**src/rtl/store_capture_fifo.sv**
```systemverilog
// store_capture_fifo: captures every store on the computer's data-memory bus into a FIFO stream.
// Define STORE_CAPTURE_TIMESTAMP_EN to add a per-entry cycle timestamp on out_time.
module store_capture_fifo #(
    parameter int unsigned N = 16,
    parameter int unsigned DEPTH = 8,
    parameter logic [N-1:0] DONE_ADDR = 'h0040,
    parameter logic [N-1:0] DONE_DATA = 'h0096
) (
    input  logic                       clk,
    input  logic                       reset,
    input  logic                       memwrite,
    input  logic [N-1:0]               dataadr,
    input  logic [N-1:0]               writedata,
    input  logic                       clear,
    output logic                       out_valid,
    input  logic                       out_ready,
    output logic [N-1:0]               out_addr,
    output logic [N-1:0]               out_data,
    output logic [$clog2(DEPTH):0]     level,
    output logic [15:0]                store_cnt,
    output logic [7:0]                 drop_cnt,
    output logic                       overflow,
    output logic                       done
`ifdef STORE_CAPTURE_TIMESTAMP_EN
    ,
    output logic [15:0]                out_time
`endif
);
    localparam int unsigned AW = $clog2(DEPTH);

    logic [N-1:0]  addr_mem [DEPTH];
    logic [N-1:0]  data_mem [DEPTH];
    logic [AW-1:0] wr_q, wr_d, rd_q, rd_d;
    logic [AW:0]   level_q, level_d;
    logic [15:0]   store_cnt_q, store_cnt_d;
    logic [7:0]    drop_cnt_q, drop_cnt_d;
    logic          overflow_q, overflow_d, done_q, done_d;
    logic          push, pop, accept, drop, match;

    // clear overrides both push and pop, so a store in a clear cycle is neither logged nor checked
    always_comb begin
        push        = memwrite & ~clear;
        pop         = (level_q != '0) & out_ready & ~clear;
        accept      = push & ((level_q != (AW+1)'(DEPTH)) | pop);
        drop        = push & ~accept;
        match       = push & (dataadr == DONE_ADDR) & (writedata == DONE_DATA);
        wr_d        = clear ? '0 : wr_q + AW'(accept);
        rd_d        = clear ? '0 : rd_q + AW'(pop);
        level_d     = clear ? '0 : level_q + (AW+1)'(accept) - (AW+1)'(pop);
        store_cnt_d = clear ? '0 : store_cnt_q + 16'(accept && store_cnt_q != '1);
        drop_cnt_d  = clear ? '0 : drop_cnt_q + 8'(drop && drop_cnt_q != '1);
        overflow_d  = ~clear & (overflow_q | drop);
        done_d      = ~clear & (done_q | match);
    end

    always_ff @(posedge clk or posedge reset) begin
        if (reset) begin
            wr_q        <= '0;
            rd_q        <= '0;
            level_q     <= '0;
            store_cnt_q <= '0;
            drop_cnt_q  <= '0;
            overflow_q  <= 1'b0;
            done_q      <= 1'b0;
        end else begin
            wr_q        <= wr_d;
            rd_q        <= rd_d;
            level_q     <= level_d;
            store_cnt_q <= store_cnt_d;
            drop_cnt_q  <= drop_cnt_d;
            overflow_q  <= overflow_d;
            done_q      <= done_d;
        end
    end

    always_ff @(posedge clk) begin
        if (accept) begin
            addr_mem[wr_q] <= dataadr;
            data_mem[wr_q] <= writedata;
        end
    end

    assign out_valid = level_q != '0;
    assign out_addr  = out_valid ? addr_mem[rd_q] : '0;
    assign out_data  = out_valid ? data_mem[rd_q] : '0;
    assign level     = level_q;
    assign store_cnt = store_cnt_q;
    assign drop_cnt  = drop_cnt_q;
    assign overflow  = overflow_q;
    assign done      = done_q;

`ifdef STORE_CAPTURE_TIMESTAMP_EN
    logic [15:0] time_mem [DEPTH];
    logic [15:0] time_q, time_d;

    // free-running; deliberately untouched by clear
    always_comb time_d = time_q + 16'd1;

    always_ff @(posedge clk or posedge reset) begin
        if (reset) time_q <= '0;
        else       time_q <= time_d;
    end

    always_ff @(posedge clk) begin
        if (accept) time_mem[wr_q] <= time_q;
    end

    assign out_time = out_valid ? time_mem[rd_q] : '0;
`endif
endmodule

```
**config.mk**
```make
export PLATFORM = sky130hd
export DESIGN_NAME = store_capture_fifo
export DESIGN_NICKNAME = d
export VERILOG_FILES = /design/src/rtl/store_capture_fifo.sv
export SDC_FILE = /design/constraint.sdc
export NUM_CORES = 1
export LEC_CHECK = 0
export CORE_UTILIZATION = 62
export CTS_CLUSTER_SIZE = 14
export DETAILED_ROUTE_END_ITERATION = 6
export HOLD_SLACK_MARGIN = 0.12
export PLACE_DENSITY_LB_ADDON = 0.2
export SLEW_MARGIN = 25
export SYNTH_ARGS = -nofsm -noshare
export SYNTH_HDL_FRONTEND = slang
export SYNTH_SLANG_ARGS = --single-unit
```
**constraint.sdc**
```tcl
create_clock -name clk -period 12.8 [get_ports clk]
set_input_delay 2.56 -clock clk [delete_from_list [all_inputs] [get_ports clk]]
set_output_delay 2.56 -clock clk [all_outputs]
set_load 0.005 [all_outputs]
```
==> flow_metrics.env <==
export IMPL_die_h_um=139.7
export IMPL_ant_nets=0
export IMPL_layout_cells_non_filler=977
export IMPL_min_delay_worst_endpoint="done"
export IMPL_ys_types=45
export IMPL_min_period_ps=6050
export IMPL_grt_pass1_vias=6246
export IMPL_syn2layout_area_growth_pct=18.22
export IMPL_relSlewSlack=0.4104
export IMPL_antenna_found_initial=1
export IMPL_dp_slack_ps=7193
export IMPL_maxCapViolations=0
export IMPL_cts_clk_slew_worst_paths_ps=60
export IMPL_setup_viol=0
export IMPL_vias_per_cell=6.092
export IMPL_netlist_instances=608
export IMPL_hold_viol=0
export IMPL_synth_edf_count=256
export IMPL_reg2reg_depth=9
export IMPL_end_kind="output pin"
export IMPL_totalWireLength_um=23070
export IMPL_ctsHoldBuffers=0
export IMPL_htreeDepth=1
export IMPL_clock_root_buffer="clkbuf_16"
export IMPL_grt_max_degree=43
export IMPL_power_internal_uw=1744
export IMPL_worstReg2RegStart="level[1]"
export IMPL_dp_cells=929
export IMPL_start_util=0.6309
export IMPL_final_util=0.7458
export IMPL_drc=0
export IMPL_route_met2_wl_um=12170
export IMPL_top_layer_used="met5"
export IMPL_peakVddDrop_uv=111.0
export IMPL_layout_commonest_cell="edfxtp_1"
export IMPL_drive_above_1_share=0.1884
export IMPL_r2r_end="level[2]"
export IMPL_outcome="finished, final reports clean"
export IMPL_overflow=0
export IMPL_criticalPathCategory="reg -> out"
export IMPL_initialDrtViolationCount=372
export IMPL_min_from="done"
export IMPL_row_count=50
export IMPL_arrival_ps=3490
export IMPL_grt_pass1_wl_um=35830
export IMPL_rsz0062_at_grt="false"
export IMPL_cts_made_buffers=28
export IMPL_min_path_type="reg -> reg"
export IMPL_worstSkewPairLatency_ps=530
export IMPL_antenna_cells=0
export IMPL_die_area_sq_mm=0.01952
export IMPL_setup_ws_ps=6750
export IMPL_finish_net_count=777
export IMPL_cp_required_ps=10240
export IMPL_critPathMaxFanout=34
export IMPL_async_reset_ff_frac=0.1233
export IMPL_synth_area_sq_mm=0.01176
export IMPL_post_cts_buffers=0
export IMPL_start_kind="flop"
export IMPL_ys_ff_latch=292
export IMPL_drv_slew=0
export IMPL_synth_flop_cell="edfxtp_1"
export IMPL_wl_per_cell_um=23.62
export IMPL_fp_coreArea_sq_mm=0.01864
export IMPL_finalSetupTns_ps=0
export IMPL_wl_met1_um=9562
export IMPL_synth_fp_nets=660
export IMPL_track_usage=0.2458
export IMPL_cts_num_sinks=292
export IMPL_finClkSkew_ps=13.97
export IMPL_p_seq_frac=0.479
export IMPL_avgSynthCellArea_sq_um=19.34
export IMPL_timing_fmax_ghz=0.1653
export IMPL_place_congestion=0.7514
export IMPL_tightest_slew_ps=884.4
export IMPL_post_cts_resized=0
export IMPL_met3RoutedLength_um=1019
export IMPL_clk_path_buf_depth=3
export IMPL_sw_frac_of_total=0.2375
export IMPL_comb_power_share=0.183
export IMPL_yosysWarnings=0
export IMPL_chipWidth_um=139.7
export IMPL_p_leak_uw=0.004532
export IMPL_power_per_cell_area_mw_per_mm2=164.5
export IMPL_first_pass_iters=4
export IMPL_layout_common_cells="256 x edfxtp_1, 99 x clkdlybuf4s50_1, 64 x mux4_2, 60 x nor2_1, 33 x dfrtp_1"
export IMPL_ioPinCount=100
export IMPL_fin_crit_sh=0.4727
export IMPL_clockPowerShare=0.339
export IMPL_power_switching_uw=543.1
export IMPL_seq_area_frac_synth=0.7302
export IMPL_p_total_uw=2287
export IMPL_io_buffers=99
export IMPL_cts_tree="yes"
export IMPL_vias=5952
export IMPL_ff2ff_setup_slack_ps=9880
export IMPL_fillers=1091
export IMPL_dp_hpwl_um=13320
export IMPL_holdPathStages=2
## power groups by stage
stage	Sequential (uW)	Clock [uW]	Combinational [uW]
6_report	1090	775	418
5_1_grt	1100	825	454
4_1_cts	1100	788	425
3_5_place_dp	1110	0	420
3_3_place_gp	1110	0	411
2_1_floorplan	1090	0	238
## cells in the mapped netlist (all sizes together), types with 3 or more instances
library cell / instances / area share
xor2: 7 / 0.0052
nand2: 10 / 0.0040
clkbuf: 11 / 0.0036
mux4: 64 / 0.12
nor2: 61 / 0.019
dfrtp: 36 / 0.077
nor4: 12 / 0.0087
nor2b: 12 / 0.0064
xnor2: 14 / 0.010
mux2i: 32 / 0.027
nand3: 7 / 0.0034
o21ai: 3 / 0.0013
nand4: 9 / 0.0066
or3: 3 / 0.0016
a21oi: 4 / 0.0017
nor3: 7 / 0.0030
ha: 14 / 0.015
nor3b: 3 / 0.0028
buf: 18 / 0.012
inv: 11 / 0.0035
edfxtp: 256 / 0.65
## stage by stage
stage                     hold WS, ps  cell area (sq um)
after floorplan                 490.2              11760
after CTS                       545.6              13900
after detailed placement        535.8              13050
final                           551.6              13900
after global placement          529.6              13050
after global routing            584.6              13900
## flip-flops by register name (all words and copies together) (netlist names)
register   count
wr_q           3
drop_cnt       8
done           1
rd_q           3
store_cnt     16
data_mem     128
overflow       1
level          4
addr_mem     128
## critical path, cell delays in order (launching register included)
cell and delay (ps):
dfrtp_4 870, buf_4 660, mux4_2 600, mux2i_1 180, nor2_1 90, clkdlybuf4s50_1 500
## layout make-up
cell class | count | area [sq um] | share of cell area
clock buffers | 32 | 737.0 | 0.05300
clock inverters | 16 | 120.1 | 0.008639
inverters | 11 | 41.29 | 0.002969
multi-input cells | 276 | 3000 | 0.2158
flip-flops and latches | 292 | 8594 | 0.6181
well taps | 234 | 292.8 | 0.02106
repair buffers | 116 | 1119 | 0.08045
## cell families after synthesis
logic type / count (synthesis) / synth area share
simple gates: 133 / 0.06266
fa+ha+maj: 15 / 0.01660
xor+xnor: 21 / 0.01564
flops: 292 / 0.7302
buf+inv: 40 / 0.01904
mux: 97 / 0.1507
compound gates: 10 / 0.005107
## how the worst max path moves through the flow
stage                 start        endpoint  slack, ps  depth (start not counted)
finish              rd_q[0]     out_addr[4]       6750                          5
global route        rd_q[0]     out_addr[4]       6510                          5
floorplan             clear  addr_mem[4][0]       5780                          4
detailed placement    clear  addr_mem[3][3]       7190                          9
CTS                 rd_q[0]     out_addr[4]       6670                          5
global placement      clear  addr_mem[3][9]       7300                          9
## metal layers
layer / global-route usage / vias up
met5: 0 / -
met4: 0.05552 / 2
met3: 0.03613 / 29
met2: 0.4274 / 157
met1: 0.3332 / 3126
li1: - / 2638
(Power assumes the default switching activity.)
